`config.mk`:
```
export PLATFORM = sky130hd
export DESIGN_NAME = mem_arbiter
export DESIGN_NICKNAME = d
export VERILOG_FILES = /design/src/rtl/mem_arbiter.sv
export SDC_FILE = /design/constraint.sdc
export NUM_CORES = 1
export LEC_CHECK = 0
export CORE_AREA = 2 2 122 124
export CTS_CLUSTER_SIZE = 12
export DETAILED_ROUTE_END_ITERATION = 8
export DIE_AREA = 0 0 124 126
export HOLD_SLACK_MARGIN = 0.02
export PLACE_DENSITY = 0.55
export SLEW_MARGIN = 20
export SYNTH_ARGS = -nofsm -noshare
export SYNTH_HDL_FRONTEND = slang
export SYNTH_SLANG_ARGS = --single-unit
```
`constraint.sdc`:
```
create_clock -name clk -period 2.2 [get_ports clk]
set_input_delay 0.33 -clock clk [delete_from_list [all_inputs] [get_ports clk]]
set_output_delay 0.33 -clock clk [all_outputs]
set_load 0.01 [all_outputs]
```
`src/rtl/mem_arbiter.sv`:
```
`default_nettype none
// ============================================================================
// Module      : mem_arbiter
// Description : Two-master round-robin arbiter with lock for the unified memory.
// Revision    : 1.0 - initial release
// ============================================================================
module mem_arbiter #(
  parameter int WADDR        = 32,
  parameter int WDATA        = 32,
  parameter int LOCK_TIMEOUT = 16
) (
  input  logic             clk,
  input  logic             rst,
  input  logic             m0_req,
  input  logic             m0_we,
  input  logic             m0_lock,
  input  logic [WADDR-1:0] m0_addr,
  input  logic [2:0]       m0_size,
  input  logic [WDATA-1:0] m0_wdata,
  output logic             m0_gnt,
  output logic             m0_rvalid,
  output logic [WDATA-1:0] m0_rdata,
  input  logic             m1_req,
  input  logic             m1_we,
  input  logic             m1_lock,
  input  logic [WADDR-1:0] m1_addr,
  input  logic [2:0]       m1_size,
  input  logic [WDATA-1:0] m1_wdata,
  output logic             m1_gnt,
  output logic             m1_rvalid,
  output logic [WDATA-1:0] m1_rdata,
  output logic             s_read,
  output logic             s_wren,
  output logic [WADDR-1:0] s_addr,
  output logic [2:0]       s_size,
  output logic [WDATA-1:0] s_wdata,
  input  logic [WDATA-1:0] s_rdata
);

  typedef enum logic [1:0] {
    ST_UNLOCKED = 2'd0,
    ST_LOCKED0  = 2'd1,
    ST_LOCKED1  = 2'd2
  } state_t;

  localparam int            c_CW      = (LOCK_TIMEOUT > 0) ? $clog2(LOCK_TIMEOUT + 1) : 1;
  localparam logic [c_CW-1:0] c_TIMEOUT = c_CW'(LOCK_TIMEOUT);
  localparam bit            c_TO_EN   = (LOCK_TIMEOUT != 0);

  state_t          r_state, w_state_nxt;
  logic            r_last, w_last_nxt;
  logic [c_CW-1:0] r_cnt, w_cnt_nxt;
  logic            r_rd_pend, r_rd_owner;
  logic            w_g0, w_g1, w_timeout, w_owner_req;
  logic [c_CW-1:0] w_cnt_inc;

  always_ff @(posedge clk) begin
    if (rst) begin
      r_state    <= ST_UNLOCKED;
      r_last     <= 1'b1;
      r_cnt      <= '0;
      r_rd_pend  <= 1'b0;
      r_rd_owner <= 1'b0;
    end else begin
      r_state    <= w_state_nxt;
      r_last     <= w_last_nxt;
      r_cnt      <= w_cnt_nxt;
      r_rd_pend  <= (w_g0 & ~m0_we) | (w_g1 & ~m1_we);
      r_rd_owner <= w_g1;
    end
  end

  always_comb begin
    w_g0        = 1'b0;
    w_g1        = 1'b0;
    w_timeout   = 1'b0;
    w_owner_req = 1'b0;
    w_cnt_nxt   = '0;
    w_cnt_inc   = r_cnt + c_CW'(1);
    w_state_nxt = r_state;
    w_last_nxt  = r_last;

    case (r_state)
      ST_UNLOCKED: begin
        // r_last names the previous winner; the other master wins a tie
        w_g0 = m0_req & (~m1_req | r_last);
        w_g1 = m1_req & (~m0_req | ~r_last);
      end
      ST_LOCKED0: begin
        w_g0        = m0_req;
        w_owner_req = m0_req;
      end
      ST_LOCKED1: begin
        w_g1        = m1_req;
        w_owner_req = m1_req;
      end
      default: w_state_nxt = ST_UNLOCKED;
    endcase

    // idle counter only runs while the lock owner is not requesting
    if (r_state != ST_UNLOCKED && !w_owner_req && c_TO_EN) begin
      if (w_cnt_inc == c_TIMEOUT) w_timeout = 1'b1;
      else                        w_cnt_nxt = w_cnt_inc;
    end

    if (rst) begin
      w_g0 = 1'b0;
      w_g1 = 1'b0;
    end

    if (w_g0) begin
      w_state_nxt = m0_lock ? ST_LOCKED0 : ST_UNLOCKED;
      w_last_nxt  = 1'b0;
    end else if (w_g1) begin
      w_state_nxt = m1_lock ? ST_LOCKED1 : ST_UNLOCKED;
      w_last_nxt  = 1'b1;
    end else if (w_timeout) begin
      w_state_nxt = ST_UNLOCKED;
    end
  end

  always_comb begin
    s_read  = 1'b0;
    s_wren  = 1'b0;
    s_addr  = '0;
    s_size  = '0;
    s_wdata = '0;
    if (w_g0) begin
      s_read  = ~m0_we;
      s_wren  = m0_we;
      s_addr  = m0_addr;
      s_size  = m0_size;
      s_wdata = m0_wdata;
    end else if (w_g1) begin
      s_read  = ~m1_we;
      s_wren  = m1_we;
      s_addr  = m1_addr;
      s_size  = m1_size;
      s_wdata = m1_wdata;
    end
  end

  assign m0_gnt    = w_g0;
  assign m1_gnt    = w_g1;
  assign m0_rvalid = r_rd_pend & ~r_rd_owner & ~rst;
  assign m1_rvalid = r_rd_pend & r_rd_owner & ~rst;
  assign m0_rdata  = s_rdata;
  assign m1_rdata  = s_rdata;

endmodule
`default_nettype wire

```
Word-level counts from Yosys, hierarchy flattened:

Cells that the tools add are included.
W data, S select, Z words.

* register bits: 10
* bits of input ports: 174
* output and inout port bits: 137
* logic and storage cells: 61

* add/sub/neg operators: 1
* eq/ne operators: 4
* muxes and demuxes: 25
* bitwise gates (word level): 19
* reduce and logical (&&, ||, !) cells: 7

Operators with widths (count)
* $mux W32: 4
* $mux W1: 11
* $mux W2: 5
* $and A1 B1 Y1: 8
* $not A1 Y1: 8
* $mux W3: 2
* $pmux W1 S2: 3
* $reduce_or A3 Y1: 2
* $add A5 B1 Y5 const B: 1
* $eq A5 B5 Y1 const B: 1
* $ne A4 B1 Y1 const B: 1
* $reduce_bool A2 Y1: 2
* $or A1 B1 Y1: 3
* $eq A2 B1 Y1 const B: 1
* $eq A2 B2 Y1 const B: 1
* $logic_not A2 Y1: 1
* $logic_and A1 B1 Y1: 1
* $logic_not A1 Y1: 1

Longest topological paths before layout:

* depth in word-level cells: 8
* depth in mapped cells: 9
* depth with buffers taken out: 8

Least setup slack after synthesis:

Ideal clock, no wire load.

* kind: reg2out
* start point: register r_state[0]
* end point: output s_addr[10]
* arrival: 1.641 ns
* data required time: 1.870 ns
* setup slack: 0.229 ns
* cell stages (with the launch flop): 9
* buffers on the path: 2
* path through: dfxtp_1 -> inv_1 -> ha_1 -> a21oi_1 -> or3b_4 -> nor2_4 -> buf_6 -> buf_6 -> a22o_1

* cells in the longest elaborated chain, start to end: 5
* elaborated cells on any way between the ends: 9
* classes of those cells: 2 x eq/ne; 6 x mux; 1 x reduce/logical

RTL lines
* start: declaration: line 50 `state_t r_state, w_state_nxt;`
* start signal: assignment: line 65 `r_state <= w_state_nxt;`
* $eq A2 B2 Y1 / $logic_not A2 Y1 (equally long branches): line 83 `case (r_state)`
* $pmux W1 S2: line 83
* $mux W1: line 106 `if (rst) begin`
* $mux W32: line 134 `end else if (w_g1) begin`
* $mux W32 *: line 128 `if (w_g0) begin`
* end: declaration: line 34 `output logic [WADDR-1:0] s_addr,`

Mark *: on every way between the ends. The rest lies on a longest branch, timed or not.

Worst setup path after layout:

* start point: register r_state[1]
* end point: output s_addr[29]

The elaborated chain is that of the path after synthesis.

==> impl_results.html <==
<table>
<tr><th>Metric</th><th>Value</th></tr>
<tr><th colspan="2">Hold path</th></tr>
<tr><td>Beginning of the worst hold path</td><td>r_cnt[0]</td></tr>
<tr><td>Class of the tightest hold or removal check</td><td>flip-flop to flip-flop</td></tr>
<tr><th colspan="2">Worst setup path</th></tr>
<tr><td>Most frequent cell on the critical path</td><td>buf_12</td></tr>
<tr><td>Sort of element at the end of the critical path</td><td>primary output</td></tr>
<tr><td>Startpoint type of the worst setup path</td><td>flip-flop</td></tr>
<tr><td>Largest stage delay, worst path</td><td>390 ps</td></tr>
<tr><td>Buffer and inverter count on the worst path</td><td>6</td></tr>
<tr><td>Maximum fanout along the worst path</td><td>5</td></tr>
<tr><td>Critical-path cell list</td><td>inv_4 -&gt; ha_4 -&gt; a21oi_2 -&gt; or3b_4 -&gt; nor2_4 -&gt; buf_12 -&gt; buf_12 -&gt; buf_12 -&gt; buf_16 -&gt; a22o_1 -&gt; buf_2</td></tr>
<tr><td>Worst path arrival time</td><td>2080 ps</td></tr>
<tr><td>Data required time at the worst endpoint</td><td>1870 ps</td></tr>
<tr><td>Dominant delay contributor by cell family on the critical path</td><td>buffers and inverters</td></tr>
<tr><td>Worst Path Class, Setup</td><td>flip-flop to primary output</td></tr>
<tr><td>Timing startpoint of the critical path</td><td>r_state[1]</td></tr>
<tr><td>R2R Path Start</td><td>r_state[1]</td></tr>
<tr><td>Crit-path slowest cell</td><td>or3b_4</td></tr>
<tr><th colspan="2">Clock network</th></tr>
<tr><td>Number of H-tree levels</td><td>1</td></tr>
<tr><td>Clock sinks</td><td>10</td></tr>
<tr><td>Clock buffers created by TritonCTS</td><td>3</td></tr>
<tr><td>Longest Clk Path Bufs</td><td>2</td></tr>
<tr><td>Clk slew on worst S/H paths</td><td>40 ps</td></tr>
<tr><td>Buffer type at the clock tree root</td><td>clkbuf_16</td></tr>
<tr><td>Clock latency on the worst-skew pair</td><td>240 ps</td></tr>
<tr><td>Clock tree from TritonCTS</td><td>built</td></tr>
<tr><td>Hold buffer count at cts</td><td>0</td></tr>
<tr><th colspan="2">STA</th></tr>
<tr><td>Worst Max-Slew Pin Slew</td><td>345 ps</td></tr>
<tr><td>Setup Skew</td><td>0.760 ps</td></tr>
<tr><td>Sum Neg Setup Slack</td><td>-12270 ps</td></tr>
<tr><td>Post-route worst setup slack</td><td>-212 ps</td></tr>
<tr><td>Count of endpoints failing setup in the final report</td><td>69</td></tr>
<tr><td>Slew Viols, Final</td><td>0</td></tr>
<tr><td>Final hold violation count</td><td>0</td></tr>
<tr><td>RSZ-0062 raised after global routing</td><td>true</td></tr>
<tr><td>Post-route clock period utilization</td><td>1.10</td></tr>
<tr><td>Highest clock rate</td><td>415 MHz</td></tr>
<tr><td>Relative max-transition margin</td><td>0.767</td></tr>
<tr><td>Final hold slack</td><td>467 ps</td></tr>
<tr><td>Final period demand of the worst path</td><td>2410 ps</td></tr>
<tr><th colspan="2">Global route</th></tr>
<tr><td>First-pass GRT wire length</td><td>13600 um</td></tr>
<tr><td>Overall fraction of global-route tracks in use</td><td>0.116</td></tr>
<tr><td>Met1 Use GR</td><td>0.125</td></tr>
<tr><td>Pin count of the biggest net entering global routing</td><td>22</td></tr>
<tr><td>Congestion Overflow GR</td><td>0</td></tr>
<tr><td>Most Used Layer, Global Route</td><td>met2</td></tr>
<tr><td>Grt met2 use</td><td>0.215</td></tr>
<tr><td>Met3 track utilization from global routing</td><td>0.0403</td></tr>
<tr><td>Number of global-route vias before repair</td><td>2425</td></tr>
<tr><td>Initial antenna violation count</td><td>0</td></tr>
<tr><th colspan="2">Finish</th></tr>
<tr><td>Final layout net count</td><td>577</td></tr>
<tr><td>Area growth from synthesis to final layout</td><td>145%</td></tr>
<tr><td>Ratio of cells with drive above 1 in the final layout</td><td>0.364</td></tr>
<tr><td>Count of inserted antenna diode cells</td><td>0</td></tr>
<tr><td>Count of filler cells inserted in the layout</td><td>1522</td></tr>
<tr><th colspan="2">Synthesis</th></tr>
<tr><td>Synthesized area divided by synthesized cell count</td><td>8.35 um^2</td></tr>
<tr><td>Ys Warns</td><td>0</td></tr>
<tr><td>Synth Area in Compound Gates</td><td>0.401</td></tr>
<tr><td>Area of the mapped netlist</td><td>0.00174 mm^2</td></tr>
<tr><td>Mapped Cells</td><td>209</td></tr>
<tr><td>Number of synthesized flops with an enable pin</td><td>0</td></tr>
<tr><td>Register area share after synthesis</td><td>0.115</td></tr>
<tr><td>Proportion of synthesized area in mux cells</td><td>0</td></tr>
<tr><td>Adder and majority cell fraction of the synthesized area</td><td>0.0430</td></tr>
<tr><td>Share of the synthesized netlist area taken by xor and xnor gates</td><td>0.0151</td></tr>
<tr><td>Number of storage elements in the synthesis netlist</td><td>10</td></tr>
<tr><td>Area share of the leading cell type in the synthesized netlist</td><td>0.341</td></tr>
<tr><td>Main combinational cell family by area after synthesis</td><td>compound AO/OA/AOI/OAI gates</td></tr>
<tr><td>Most used standard cells in the synthesized netlist</td><td>a22o_1 (68), buf_4 (64), buf_2 (12)</td></tr>
<tr><td>Nets in the synthesized netlist</td><td>389</td></tr>
<tr><td>Async S/R FF share, synth</td><td>0</td></tr>
<tr><td>Top_reg_cell synth</td><td>dfxtp_1</td></tr>
<tr><td>Count leader, synth</td><td>a22o_1</td></tr>
<tr><td>Top cells by area in the synthesized netlist</td><td>a22o_1 (34%), buf_4 (28%), dfxtp_1 (11%)</td></tr>
<tr><td>Simple-Gate Fraction of Synth Area</td><td>0.0818</td></tr>
<tr><td>Cell type contributing the most total cell area after synthesis</td><td>a22o_1</td></tr>
<tr><td>Number of unique standard cell types used by synthesis</td><td>34</td></tr>
<tr><th colspan="2">Route</th></tr>
<tr><td>Detailed-route wire length per cell</td><td>18.8 um</td></tr>
<tr><td>DRT iter0 DRCs</td><td>64</td></tr>
<tr><td>Number of remaining DRC errors</td><td>0</td></tr>
<tr><td>Via count of the routed design</td><td>2395</td></tr>
<tr><td>Final routed wirelength across all metal layers</td><td>10900 um</td></tr>
<tr><td>First drt pass iteration count</td><td>4</td></tr>
<tr><td>Post-detailed-route count of antenna-violating nets</td><td>0</td></tr>
<tr><td>Average via count per standard cell</td><td>4.13</td></tr>
<tr><th colspan="2">Die</th></tr>
<tr><td>Row count</td><td>44</td></tr>
<tr><td>Starting Density</td><td>0.122</td></tr>
<tr><td>Chip width</td><td>124 um</td></tr>
<tr><td>Full die area</td><td>0.0156 mm^2</td></tr>
<tr><td>Number of top-level design ports</td><td>311</td></tr>
<tr><td>Core Area</td><td>0.0143 mm^2</td></tr>
<tr><td>Vertical die dimension</td><td>126 um</td></tr>
<tr><th colspan="2">Placed design</th></tr>
<tr><td>Detailed placer's ending HPWL</td><td>6900 um</td></tr>
<tr><td>Port buffer count</td><td>214</td></tr>
<tr><td>Routability congestion estimate</td><td>0.756</td></tr>
<tr><td>Post-placement setup slack</td><td>-668 ps</td></tr>
<tr><th colspan="2">Power and ir drop</th></tr>
<tr><td>Gate power share</td><td>0.636</td></tr>
<tr><td>Switching power</td><td>0.459 mW</td></tr>
<tr><td>Sequential power share</td><td>0.129</td></tr>
<tr><td>Share of power burned in the clock network</td><td>0.234</td></tr>
<tr><td>Static leakage power</td><td>1.89 nW</td></tr>
<tr><td>Total power divided by cell area</td><td>361 mW/mm^2</td></tr>
<tr><td>Internal Dissipation</td><td>1.09 mW</td></tr>
<tr><td>Worst-case vdd ir drop</td><td>0.203 mV</td></tr>
<tr><td>Sw frac</td><td>0.297</td></tr>
<tr><th colspan="2">Status</th></tr>
<tr><td>Violated checks</td><td>setup timing</td></tr>
<tr><td>Result of the run</td><td>complete, but fails checks</td></tr>
<tr><th colspan="2">Job</th></tr>
<tr><td>Max_cap viols</td><td>0</td></tr>
</table>
## routing by layer
layer	wire length (um)	up-vias
met5	0	-
met4	113	0
met3	1130	14
met2	5750	166
met1	3930	1112
li1	-	1103
## registers in the layout (all words and copies together) (netlist names)
name and count:
r_state 2, r_cnt 5, r_rd_owner 1, r_last 1
r_rd_pend 1
## cell usage in the layout, fill, tap and decap left out, drive strengths merged
cell type	instances
nor3b	2
a21oi	3
buf	107
nand3b	1
o22ai	1
xnor2	2
ha	6
nor2	6
dfxtp	10
clkinv	1
a2111o	1
o31ai	1
and3b	1
nand2	3
nand2b	3
o21bai	1
a31oi	2
o21ai	2
o2bb2ai	1
o21a	1
nand3	2
nor2b	1
clkdlybuf4s50	141
xor2	1
o32ai	1
nor4bb	1
or3b	2
clkbuf	15
dlygate4sd2	2
inv	7
a22o	68
## area by class of cell
| cell class | count | area (um^2) | share of cell area |
|---|---|---|---|
| Inverter | 7 | 43.8 | 0.0102 |
| Timing Repair inverter | 1 | 11.3 | 0.00263 |
| Multi-Input combinational cell | 113 | 1050 | 0.245 |
| Timing Repair Buffer | 261 | 2650 | 0.619 |
| Tap cell | 184 | 230 | 0.0538 |
| Clock buffer | 4 | 88.8 | 0.0208 |
| Sequential cell | 10 | 205 | 0.0480 |
## stage by stage
| stage | area (um^2) | cells | util | power [mW] |
|---|---|---|---|---|
| after floorplan | 1740 | 209 | - | 0.588 |
| after global placement | 3700 | 542 | 0.258 | 1.01 |
| after detailed placement | 3700 | 542 | 0.258 | 1.01 |
| after CTS | 3940 | 564 | 0.275 | 1.44 |
| after global routing | 4280 | 580 | 0.299 | 1.63 |
| final | 4280 | 580 | 0.299 | 1.54 |
## cell families (layout without fill, tap and decap cells)
family | count (synthesis) | in the layout
AO/OA/AOI/OAI | 82 | 82
XOR/XNOR | 3 | 3
adder cells (fa/ha/maj) | 6 | 6
buffers and inverters | 86 | 273
flip-flops | 10 | 10
AND/OR/NAND/NOR | 22 | 22
## final timing paths
check	to	slack (ps)	cells after the start
worst max-delay path	s_addr[29]	-210	11
worst min-delay path	r_cnt[0]	470	1
worst max register to register	r_state[0]	60	11
worst min register to register	r_cnt[0]	470	1
## power by group through the flow
stage	Sequential, mW	Clock, mW	Combinational (mW)
after global routing	0.201	0.382	1.05
final	0.200	0.362	0.983
after floorplan	0.200	0	0.387
after global placement	0.201	0	0.810
after CTS	0.199	0.369	0.875
after detailed placement	0.201	0	0.810
## repair_timing
item                                   CTS  global route
gates resized for setup                326            19
pin swaps                                8            36
setup endpoints to repair               71            71
gates cloned                             8            11
endpoints found under the hold margin    0             0
buffers inserted                        11             6
(Power assumes the default switching activity.)
